## src/rtl/fifo_csr_pkg.sv

```systemverilog
// Shared register-map constants and flush FSM state type for the FIFO CSR bank.
package fifo_csr_pkg;

  localparam int unsigned CH_STRIDE = 8;
  localparam int unsigned OFF_W     = $clog2(CH_STRIDE);

  localparam logic [OFF_W-1:0] CTRL   = OFF_W'(0);
  localparam logic [OFF_W-1:0] STATUS = OFF_W'(1);
  localparam logic [OFF_W-1:0] THRESH = OFF_W'(2);
  localparam logic [OFF_W-1:0] IRQ    = OFF_W'(3);
  localparam logic [OFF_W-1:0] LEVEL  = OFF_W'(4);

  localparam int unsigned IRQ_W   = 4;
  localparam int unsigned IRQ_OVF = 0;
  localparam int unsigned IRQ_UDF = 1;
  localparam int unsigned IRQ_AF  = 2;
  localparam int unsigned IRQ_TMO = 3;

  typedef enum logic [1:0] {IDLE, REQ, DRAIN} flush_state_t;

endpackage

```

## src/rtl/fifo_csr_chan.sv

```systemverilog
// One channel of the FIFO CSR bank: control/threshold/irq registers and flush FSM.
// FIFO_CSR_FLUSH_TIMEOUT_EN adds a flush-ack timeout that sets IRQ bit3.
module fifo_csr_chan
  import fifo_csr_pkg::*;
#(
  parameter int unsigned DATA_WIDTH    = 8,
  parameter int unsigned LEVEL_W       = 5,
  parameter int unsigned FLUSH_TIMEOUT = 64
) (
  input  logic                  csr_clk,
  input  logic                  csr_resetn,
  input  logic                  wr_en,
  input  logic [OFF_W-1:0]      wr_off,
  input  logic [DATA_WIDTH-1:0] wdata,
  input  logic [OFF_W-1:0]      rd_off,
  output logic [DATA_WIDTH-1:0] rdata,
  input  logic                  empty,
  input  logic                  full,
  input  logic [LEVEL_W-1:0]    level,
  input  logic                  overflow,
  input  logic                  underflow,
  input  logic                  flush_ack,
  output logic                  flush_req,
  output logic                  enable,
  output logic                  almost_full,
  output logic                  irq
);

`ifdef FIFO_CSR_FLUSH_TIMEOUT_EN
  localparam logic [IRQ_W-1:0] IRQ_IMPL = 4'b1111;
  localparam int unsigned      CNT_W    = $clog2(FLUSH_TIMEOUT + 1);
  logic [CNT_W-1:0] cnt_q, cnt_d;
`else
  localparam logic [IRQ_W-1:0] IRQ_IMPL = 4'b0111;
  logic [31:0] unused_tmo;
  assign unused_tmo = 32'(FLUSH_TIMEOUT);
`endif

  flush_state_t        state_q, state_d;
  logic                flush_req_q, flush_req_d;
  logic                enable_q, enable_d;
  logic [IRQ_W-1:0]    mask_q, mask_d;
  logic [LEVEL_W-1:0]  thresh_q, thresh_d;
  logic                af_q, af_d;
  logic [IRQ_W-1:0]    irq_q, irq_d;
  logic [IRQ_W-1:0]    irq_set, irq_clr;
  logic                wr_ctrl, wr_thresh, wr_irq, tmo;
  logic [DATA_WIDTH-1:0] unused_wdata;

  assign unused_wdata = wdata;

  always_comb begin
    state_d   = state_q;
    enable_d  = enable_q;
    mask_d    = mask_q;
    thresh_d  = thresh_q;
    tmo       = 1'b0;
    wr_ctrl   = wr_en && (wr_off == CTRL);
    wr_thresh = wr_en && (wr_off == THRESH);
    wr_irq    = wr_en && (wr_off == IRQ);

    if (wr_ctrl) begin
      enable_d = wdata[1];
      mask_d   = wdata[5:2] & IRQ_IMPL;
    end
    if (wr_thresh) thresh_d = wdata[LEVEL_W-1:0];

    // A flush request write only starts from IDLE; a 0 in bit0 never aborts.
    case (state_q)
      IDLE:  if (wr_ctrl && wdata[0]) state_d = REQ;
      REQ: begin
        if (flush_ack) state_d = DRAIN;
`ifdef FIFO_CSR_FLUSH_TIMEOUT_EN
        else if (cnt_q == CNT_W'(FLUSH_TIMEOUT - 1)) begin
          state_d = IDLE;
          tmo     = 1'b1;
        end
`endif
      end
      DRAIN: if (!flush_ack) state_d = IDLE;
      default: state_d = IDLE;
    endcase

`ifdef FIFO_CSR_FLUSH_TIMEOUT_EN
    cnt_d = (state_q == REQ) ? cnt_q + 1'b1 : '0;
`endif

    flush_req_d = (state_d == REQ);
    af_d        = (thresh_q != '0) && (level >= thresh_q);

    irq_set          = '0;
    irq_set[IRQ_OVF] = overflow;
    irq_set[IRQ_UDF] = underflow;
    irq_set[IRQ_AF]  = af_d && !af_q;
    irq_set[IRQ_TMO] = tmo;
    irq_clr          = wr_irq ? wdata[IRQ_W-1:0] : '0;
    irq_d            = ((irq_q & ~irq_clr) | irq_set) & IRQ_IMPL;
  end

  always_ff @(posedge csr_clk or negedge csr_resetn) begin
    if (!csr_resetn) begin
      state_q     <= IDLE;
      flush_req_q <= 1'b0;
      enable_q    <= 1'b1;
      mask_q      <= '0;
      thresh_q    <= '0;
      af_q        <= 1'b0;
      irq_q       <= '0;
`ifdef FIFO_CSR_FLUSH_TIMEOUT_EN
      cnt_q       <= '0;
`endif
    end else begin
      state_q     <= state_d;
      flush_req_q <= flush_req_d;
      enable_q    <= enable_d;
      mask_q      <= mask_d;
      thresh_q    <= thresh_d;
      af_q        <= af_d;
      irq_q       <= irq_d;
`ifdef FIFO_CSR_FLUSH_TIMEOUT_EN
      cnt_q       <= cnt_d;
`endif
    end
  end

  always_comb begin
    rdata = '0;
    case (rd_off)
      CTRL: begin
        rdata[0]   = (state_q != IDLE);
        rdata[1]   = enable_q;
        rdata[5:2] = mask_q;
      end
      STATUS:  rdata[2:0] = {af_q, full, empty};
      THRESH:  rdata[LEVEL_W-1:0] = thresh_q;
      IRQ:     rdata[IRQ_W-1:0] = irq_q;
      LEVEL:   rdata[LEVEL_W-1:0] = level;
      default: rdata = '0;
    endcase
  end

  assign flush_req   = flush_req_q;
  assign enable      = enable_q;
  assign almost_full = af_q;
  assign irq         = |(irq_q & mask_q);

endmodule

```

## src/rtl/fifo_csr_bank.sv

```systemverilog
// Multi-channel FIFO CSR bank: address decode, registered read mux and irq combine.
// Define FIFO_CSR_FLUSH_TIMEOUT_EN to enable the per-channel flush-ack timeout.
module fifo_csr_bank
  import fifo_csr_pkg::*;
#(
  parameter int unsigned DATA_WIDTH    = 8,
  parameter int unsigned ADDR_WIDTH    = 8,
  parameter int unsigned NUM_CH        = 4,
  parameter int unsigned LEVEL_W       = 5,
  parameter int unsigned FLUSH_TIMEOUT = 64
) (
  input  logic                        csr_clk,
  input  logic                        csr_resetn,
  input  logic [ADDR_WIDTH-1:0]       reg_w_addr,
  input  logic [DATA_WIDTH-1:0]       reg_wdata,
  input  logic                        reg_write_enable,
  input  logic [ADDR_WIDTH-1:0]       reg_r_addr,
  input  logic                        reg_read_enable,
  output logic [DATA_WIDTH-1:0]       reg_rdata,
  input  logic [NUM_CH-1:0]           fifo_empty,
  input  logic [NUM_CH-1:0]           fifo_full,
  input  logic [NUM_CH*LEVEL_W-1:0]   fifo_level,
  input  logic [NUM_CH-1:0]           fifo_overflow,
  input  logic [NUM_CH-1:0]           fifo_underflow,
  input  logic [NUM_CH-1:0]           flush_ack,
  output logic [NUM_CH-1:0]           flush_req,
  output logic [NUM_CH-1:0]           fifo_enable,
  output logic [NUM_CH-1:0]           almost_full,
  output logic                        irq
);

  localparam int unsigned CH_W = ADDR_WIDTH - OFF_W;

  logic [CH_W-1:0]       w_ch, r_ch;
  logic [OFF_W-1:0]      w_off, r_off;
  logic                  w_hit;
  logic [DATA_WIDTH-1:0] chan_rdata [NUM_CH];
  logic [NUM_CH-1:0]     chan_irq;
  logic [DATA_WIDTH-1:0] reg_rdata_q, reg_rdata_d;

  assign w_ch  = reg_w_addr[ADDR_WIDTH-1:OFF_W];
  assign w_off = reg_w_addr[OFF_W-1:0];
  assign r_ch  = reg_r_addr[ADDR_WIDTH-1:OFF_W];
  assign r_off = reg_r_addr[OFF_W-1:0];
  assign w_hit = reg_write_enable && (32'(w_ch) < NUM_CH);

  for (genvar k = 0; k < NUM_CH; k++) begin : g_chan
    fifo_csr_chan #(
      .DATA_WIDTH    (DATA_WIDTH),
      .LEVEL_W       (LEVEL_W),
      .FLUSH_TIMEOUT (FLUSH_TIMEOUT)
    ) u_chan (
      .csr_clk     (csr_clk),
      .csr_resetn  (csr_resetn),
      .wr_en       (w_hit && (w_ch == CH_W'(k))),
      .wr_off      (w_off),
      .wdata       (reg_wdata),
      .rd_off      (r_off),
      .rdata       (chan_rdata[k]),
      .empty       (fifo_empty[k]),
      .full        (fifo_full[k]),
      .level       (fifo_level[k*LEVEL_W +: LEVEL_W]),
      .overflow    (fifo_overflow[k]),
      .underflow   (fifo_underflow[k]),
      .flush_ack   (flush_ack[k]),
      .flush_req   (flush_req[k]),
      .enable      (fifo_enable[k]),
      .almost_full (almost_full[k]),
      .irq         (chan_irq[k])
    );
  end

  // Channel read data reflects pre-edge register state, so a same-cycle write is not seen.
  always_comb begin
    reg_rdata_d = reg_rdata_q;
    if (reg_read_enable) begin
      reg_rdata_d = '0;
      for (int unsigned k = 0; k < NUM_CH; k++) begin
        if (32'(r_ch) == k) reg_rdata_d = chan_rdata[k];
      end
    end
  end

  always_ff @(posedge csr_clk or negedge csr_resetn) begin
    if (!csr_resetn) reg_rdata_q <= '0;
    else             reg_rdata_q <= reg_rdata_d;
  end

  assign reg_rdata = reg_rdata_q;
  assign irq       = |chan_irq;

endmodule
```

## config.mk

```make
export PLATFORM = sky130hd
export DESIGN_NAME = fifo_csr_bank
export DESIGN_NICKNAME = d
export VERILOG_FILES = /design/src/rtl/fifo_csr_pkg.sv /design/src/rtl/fifo_csr_chan.sv /design/src/rtl/fifo_csr_bank.sv
export SDC_FILE = /design/constraint.sdc
export NUM_CORES = 1
export LEC_CHECK = 0
export CORE_MARGIN = 4
export CORE_UTILIZATION = 38
export DETAILED_ROUTE_END_ITERATION = 7
export PLACE_DENSITY = 0.71
export SLEW_MARGIN = 5
export SYNTH_ARGS = -nofsm -noshare
export SYNTH_HDL_FRONTEND = slang
export SYNTH_HIERARCHICAL = 1
export SYNTH_SLANG_ARGS = --single-unit
```

## constraint.sdc

```tcl
create_clock -name csr_clk -period 2.3 [get_ports csr_clk]
set_clock_uncertainty 0.2 [all_clocks]
set_input_delay 0.345 -clock csr_clk [delete_from_list [all_inputs] [get_ports csr_clk]]
set_output_delay 0.345 -clock csr_clk [all_outputs]
set_load 0.02 [all_outputs]
```

==> flow_summary.json, run 1 <==
{
  "synth_area_mm2": 0.00472,
  "setup_ws_ns": -0.133,
  "die_h_um": 119,
  "grt_pass1_vias": 4233,
  "netlist-cell-type-count": 47,
  "cp-start-kind": "flop",
  "hold_viol_final": 0,
  "drv_cap": 0,
  "track_usage_pct": 18.7,
  "ys.flop_type": "dfrtp_1",
  "setup_viol": 1,
  "start_util_pct": 39.0,
  "drt-initial-drc-count": 197,
  "slowest_delay_ns": 0.46,
  "portBuffers": 85,
  "yosysTopAreaCellShare_pct": 36.0,
  "worstPathMaxFanout": 2,
  "grt_max_degree": 73,
  "ant_nets": 0,
  "fin_crit_sh_pct": 106,
  "rsz0062_at_grt": "true",
  "yosysSeqAreaShare_pct": 38.3,
  "power_mw": 3.70,
  "slowest_stage": "a222oi_1",
  "period_minus_slack_ns": 2.43,
  "r2r.worst_path.cells": 7,
  "synth_async_sr_flop_share_pct": 100,
  "arrival_ns": 1.89,
  "layout-drive-gt1-share_pct": 26.8,
  "nNetsFinal": 666,
  "final_area_mm2": 0.00652,
  "grt-ovfl-total": 0,
  "worstMarginPinSlew_ns": 0.644,
  "clock_latency_ns": 0.33,
  "vias": 3964,
  "crit_type": "flop to output pin",
  "dp_hpwl_mm": 9.96,
  "violations": "negative setup slack",
  "pin_count": 89,
  "maxSlewHeadroom_pct": 56.9,
  "power_per_cell_area_mw_per_mm2": 568,
  "worstSetupEndpointType": "output pin",
  "r2r-end": "reg_rdata[1]",
  "grt_pass1_wl_mm": 21.3,
  "place_area_mm2": 0.00611,
  "synth_area_leaders": "dfrtp_1 36%, mux2_2 12%, ha_1 5.3%, mux2i_1 2.5%, a22oi_1 2.5%",
  "coreArea_mm2": 0.0121,
  "holdPathEnd": "g_chan[0].u_chan/flush_req",
  "tns_ns": -0.133,
  "routabilityCongestion": 0.861,
  "area_growth_pct": 38.0,
  "min_delay_path_depth": 1,
  "yosys_warnings": 6,
  "path_cells": "a222oi_1 > inv_1 > or4_4 > buf_6",
  "postSynthAreaPerCell_um2": 10.5,
  "cts-htree-levels": 3,
  "wire_per_inst_um": 17.3,
  "r2r_slack_ns": 0.20,
  "via_per_inst": 5.28,
  "ctsRootBufferMaster": "clkbuf_16",
  "ir_worst_vdd_mv": 0.373,
  "dr.pass1.iters": 7,
  "min_path_type": "flop to flop",
  "numCtsBuffers": 9,
  "status": "complete, but fails checks",
  "power.leakage_nw": 2.92,
  "cts_max_path_buffers": 2,
  "die_area_mm2": 0.0143,
  "die_w_um": 119,
  "rows": 40,
  "min_from": "g_chan[0].u_chan/state_q[1]",
  "final_common_cell": "clkdlybuf4s50_1",
  "syn-instance-count": 448,
  "antenna_found_initial": 0,
  "final_cell_mix": "82 x clkdlybuf4s50_1, 68 x dfrtp_1, 51 x mux2_2, 46 x buf_4, 31 x inv_1",
  "synth_edf_count": 0,
  "drc": 0,
  "nFillCells": 1094,
  "cts_tree": "yes",
  "synth_top_area_cell": "dfrtp_1",
  "fmax_mhz": 411,
  "r2r_start": "g_chan[2].u_chan/irq_q[1]",
  "ys_ff_latch": 72,
  "numClockSinks": 72,
  "clk_pin_slew_worst_paths_ns": 0.06,
  "required_ns": 1.75,
  "slew_viol_final": 0,
  "n_antenna_cell": 0,
  "drt-total-wl_mm": 13.0
}
## how the worst max path moves through the flow
stage	from	end	slack [ns]	cells past startpoint
3_3_place_gp	reg_r_addr[0]	reg_rdata[0]	-0.33	8
4_1_cts	g_chan[1].u_chan/mask_q[2]	irq	-0.15	4
3_5_place_dp	reg_w_addr[7]	g_chan[0].u_chan/thresh_q[2]	-0.44	7
6_report	g_chan[2].u_chan/irq_q[2]	irq	-0.13	4
5_1_grt	g_chan[2].u_chan/mask_q[2]	irq	-0.18	4
2_1_floorplan	reg_w_addr[7]	g_chan[0].u_chan/mask_q[0]	0.20	4
## where the power goes
group / total [mW] / switching (mW) / internal [mW]
Sequential: 1.36 / 0.0438 / 1.32
Combinational: 0.696 / 0.325 / 0.372
Clock: 1.65 / 0.529 / 1.12
## metal layers
layer,vias to the layer above,part of all wire (%),wire [um],GRT usage [%]
met5,-,0,0,0
met3,20,6.1,787,3.53
met4,0,1.8,239,6.73
met1,1943,42,5480,23.5
met2,124,50,6470,32.3
li1,1877,-,-,-
## per-stage QoR
step / hold slack, ns / utilization [%] / std cells / setup WS, ns
3_3_place_gp: 0.198 / 50.4 / 733 / -0.334
2_1_floorplan: -0.151 / - / 456 / 0.200
3_5_place_dp: 0.210 / 50.4 / 733 / -0.436
4_1_cts: 0.289 / 53.6 / 751 / -0.149
6_report: 0.289 / 53.8 / 751 / -0.133
5_1_grt: 0.318 / 53.8 / 751 / -0.175
## cells in the mapped netlist, types with 2 or more instances
| master | instances |
|---|---|
| dfstp_2 | 4 |
| o22ai_1 | 12 |
| buf_2 | 10 |
| buf_4 | 12 |
| o211a_1 | 2 |
| nand2b_1 | 7 |
| xor2_1 | 4 |
| o32ai_1 | 11 |
| nor2_1 | 31 |
| conb_1 | 4 |
| dfrtp_1 | 68 |
| mux2i_1 | 12 |
| a21oi_1 | 8 |
| o21a_1 | 15 |
| and2_1 | 8 |
| a211oi_1 | 2 |
| a211o_1 | 2 |
| nand2_1 | 21 |
| and2b_4 | 7 |
| nor3_4 | 4 |
| and2_0 | 2 |
| clkbuf_1 | 5 |
| a22oi_1 | 16 |
| a222oi_1 | 4 |
| and4b_1 | 4 |
| o22ai_2 | 4 |
| or4_1 | 5 |
| nand3b_1 | 4 |
| nor4b_4 | 5 |
| nand3_1 | 4 |
| nor2b_1 | 14 |
| mux2_2 | 51 |
| or2_2 | 4 |
| a311oi_1 | 2 |
| ha_1 | 20 |
| a21o_1 | 8 |
| inv_1 | 31 |
| a2bb2oi_1 | 12 |
## flip-flops by register name (all words and copies together) (netlist names)
signal,count
g_chan.u_chan/irq_q,12
g_chan.u_chan/enable,4
g_chan.u_chan/almost_full,4
g_chan.u_chan/mask_q,12
g_chan.u_chan/thresh_q,20
g_chan.u_chan/state_q,8
reg_rdata,8
g_chan.u_chan/flush_req,4
## cell type report
| type | count | area (um^2) | area share [%] |
|---|---|---|---|
| clock inverters | 5 | 103 | 1.57 |
| inverters | 31 | 116 | 1.79 |
| multi-input cells | 326 | 2710 | 41.5 |
| flip-flops and latches | 72 | 1810 | 27.7 |
| repair buffers | 138 | 1320 | 20.3 |
| well taps | 168 | 210 | 3.23 |
| clock buffers | 11 | 253 | 3.88 |
## cells by family after synthesis
logic type	share of synthesized area (%)
compound gates	16.7
buf+inv	5.83
fa+ha+maj	5.30
other cells	0.318
simple gates	17.9
flops	38.3
xor+xnor	0.742
mux	14.9
## what timing repair did
action / in CTS / in global routing
hold endpoints to repair: 68 / 0
pin swaps: 1 / 5
setup buffers: 1 / 0
hold buffers: 1 / 0
endpoints found under the setup margin: 12 / 17
gates resized for setup: 9 / 6
## worst max-delay path, delay by kind of cell, from the launching register on
family          cells  cell delay, ns
buf+inv             2            0.25
simple gates        1            0.45
flops               1            0.40
compound gates      1            0.46
Power figures use the tool's default switching activity.
==> run 2: changes to the inputs <==
--- a/config.mk
+++ b/config.mk
@@ -5,11 +5,9 @@
 export SDC_FILE = /design/constraint.sdc
 export NUM_CORES = 1
 export LEC_CHECK = 0
-export CORE_MARGIN = 4
 export CORE_UTILIZATION = 38
 export DETAILED_ROUTE_END_ITERATION = 7
 export PLACE_DENSITY = 0.71
-export SLEW_MARGIN = 5
 export SYNTH_ARGS = -nofsm -noshare
 export SYNTH_HDL_FRONTEND = slang
 export SYNTH_HIERARCHICAL = 1
==> run 2 against run 1 <==
  * The run still ends with negative setup slack left
  * Highest routed layer unchanged
  * Clock power shrank 9.7%
  * Non-clock buffer count increased by 4
  * Global-route usage is 2.7 points higher
  * Fmax down 1.6%
  * Worst hold slack worse by 0.012 ns
  * Sequential cell count unchanged
  * Clock-buffer cell count grew 2
  * Combinational power is 4.0% higher
  * Die area is 9.8% lower
  * Utilization increased by 0.57 points
  * Cell count grew 0.53%
  * Sequential share of layout area down 0.17 points
==> flow_summary.json, run 2 (synthesis results as in run 1) <==
{
  "status": "complete, but fails checks",
  "violations": "negative setup slack",
  "dr.pass1.iters": 4,
  "final_cell_mix": "81 x clkdlybuf4s50_1, 68 x dfrtp_1, 50 x mux2_2, 47 x buf_4",
  "slew_viol_final": 0,
  "top_register": "g_chan.u_chan/thresh_q",
  "min_path_type": "flop to flop",
  "min_delay_path_depth": 1,
  "coreArea_mm2": 0.0121,
  "area_growth_pct": 38.9,
  "layout-drive-gt1-share_pct": 27.1,
  "whs_ns": 0.277,
  "drt-initial-drc-count": 226,
  "reg_top3": "g_chan.u_chan/thresh_q: 20 flops, g_chan.u_chan/irq_q: 12 flops, g_chan.u_chan/mask_q: 12 flops",
  "fin_crit_sh_pct": 107,
  "power_mw": 3.58,
  "grt_pass1_wl_mm": 21.0,
  "portBuffers": 85,
  "holdPathEnd": "g_chan[2].u_chan/state_q[0]",
  "routabilityCongestion": 0.844,
  "grt_pass1_vias": 4111,
  "setup_ws_ns": -0.172,
  "clock_latency_ns": 0.33,
  "r2r-end": "reg_rdata[0]",
  "arrival_ns": 1.93,
  "via_per_inst": 5.27,
  "n_antenna_cell": 0,
  "drc": 0,
  "rsz0062_at_grt": "true",
  "grt_max_degree": 73,
  "wire_per_inst_um": 17.6,
  "r2r_slack_ns": 0.21,
  "antenna_found_initial": 0,
  "vias": 3980,
  "worstSetupEndpointType": "output pin",
  "start_util_pct": 39.2,
  "setup_viol": 1,
  "final_util_pct": 54.4,
  "worstPathMaxFanout": 2,
  "power_per_cell_area_mw_per_mm2": 546,
  "nFillCells": 1078,
  "ant_nets": 0,
  "regArea_mm2": 0.00181,
  "numClockSinks": 72,
  "clk_pin_slew_worst_paths_ns": 0.06,
  "maxSlewHeadroom_pct": 55.0,
  "place_area_mm2": 0.00613,
  "hold_viol_final": 0,
  "ctsRootBufferMaster": "clkbuf_16",
  "required_ns": 1.75,
  "min_from": "g_chan[2].u_chan/state_q[1]",
  "r2r.worst_path.cells": 7,
  "period_minus_slack_ns": 2.47,
  "multi_input_area_mm2": 0.00271,
  "power.leakage_nw": 2.95,
  "cts-htree-levels": 3,
  "tns_ns": -0.172,
  "final_area_mm2": 0.00656,
  "cts_max_path_buffers": 2,
  "grt-ovfl-total": 0,
  "fmax_mhz": 405,
  "ir_worst_vdd_mv": 0.249,
  "worstMarginPinSlew_ns": 0.673,
  "r2r_start": "g_chan[2].u_chan/irq_q[0]",
  "cp-start-kind": "flop",
  "die_w_um": 113,
  "rows": 40,
  "die_area_mm2": 0.0129,
  "final_common_cell": "clkdlybuf4s50_1",
  "drv_cap": 0,
  "dp_hpwl_mm": 9.81,
  "die_h_um": 113,
  "largest_reg_flops": 20,
  "numCtsBuffers": 9,
  "crit_type": "flop to output pin",
  "drt-total-wl_mm": 13.3,
  "nNetsFinal": 670,
  "pin_count": 89,
  "cts_tree": "yes",
  "track_usage_pct": 21.4
}
[run 2: per-stage QoR]
step | setup WS (ns) | cells
after CTS | -0.226 | 750
after detailed placement | -0.373 | 732
after global placement | -0.375 | 732
final | -0.172 | 755
after floorplan | 0.200 | 456
after global routing | -0.236 | 755
[run 2: report_power, final]
part,switching [mW],leakage [nW],internal [mW]
clock,0.516,0.154,0.978
combinational,0.338,1.88,0.386
sequential,0.0451,0.920,1.32
total,0.899,2.95,2.68
[run 2: worst max path at each step]
stage	depth (start not counted)	end	startpoint	slack, ns
2_1_floorplan	4	g_chan[0].u_chan/mask_q[0]	reg_w_addr[7]	0.20
3_3_place_gp	8	reg_rdata[1]	reg_r_addr[0]	-0.38
3_5_place_dp	8	reg_rdata[0]	reg_r_addr[0]	-0.37
4_1_cts	4	irq	g_chan[1].u_chan/mask_q[2]	-0.23
5_1_grt	5	irq	g_chan[0].u_chan/mask_q[2]	-0.24
6_report	5	irq	g_chan[0].u_chan/mask_q[2]	-0.17
[run 2: repair_timing]
item / in CTS / in global routing
hold buffers: 1 / 0
hold endpoints to repair: 68 / 0
pin swaps: 3 / 6
buffers inserted: 1 / 4
gates resized for setup: 9 / 8
cloned: 0 / 1
setup endpoints to repair: 3 / 26
[run 2: per-layer routing]
metal  global-route usage [%]  vias to the layer above  wire (um)
met3                     4.14                       20        662
met4                     9.56                        0        264
met1                     27.7                     1985       5920
met5                        0                        -          0
li1                         -                     1883          -
met2                     34.8                       92       6430
[run 2: area by class of cell]
cell class | count | area share (%)
sequential | 72 | 27.5
inverter | 31 | 1.77
multi-input combinational | 326 | 41.3
clock buffer | 13 | 3.82
tap | 168 | 3.20
timing repair buffer | 142 | 21.3
clock inverter | 3 | 0.992
[run 2: critical path, stage by stage (launching register included)]
cell and delay [ns]:
dfrtp_1 0.38, a222oi_1 0.40, buf_4 0.18, inv_2 0.03
or4_4 0.44, buf_6 0.15
==> run 3: changes to the inputs <==
--- a/config.mk
+++ b/config.mk
@@ -5,6 +5,7 @@
 export SDC_FILE = /design/constraint.sdc
 export NUM_CORES = 1
 export LEC_CHECK = 0
+export ABC_CLOCK_PERIOD_IN_PS = 2300
 export CORE_UTILIZATION = 38
 export DETAILED_ROUTE_END_ITERATION = 7
 export PLACE_DENSITY = 0.71
==> results of run 3 <==
The final DEF is identical to that of run 2; final timing and power are the same.
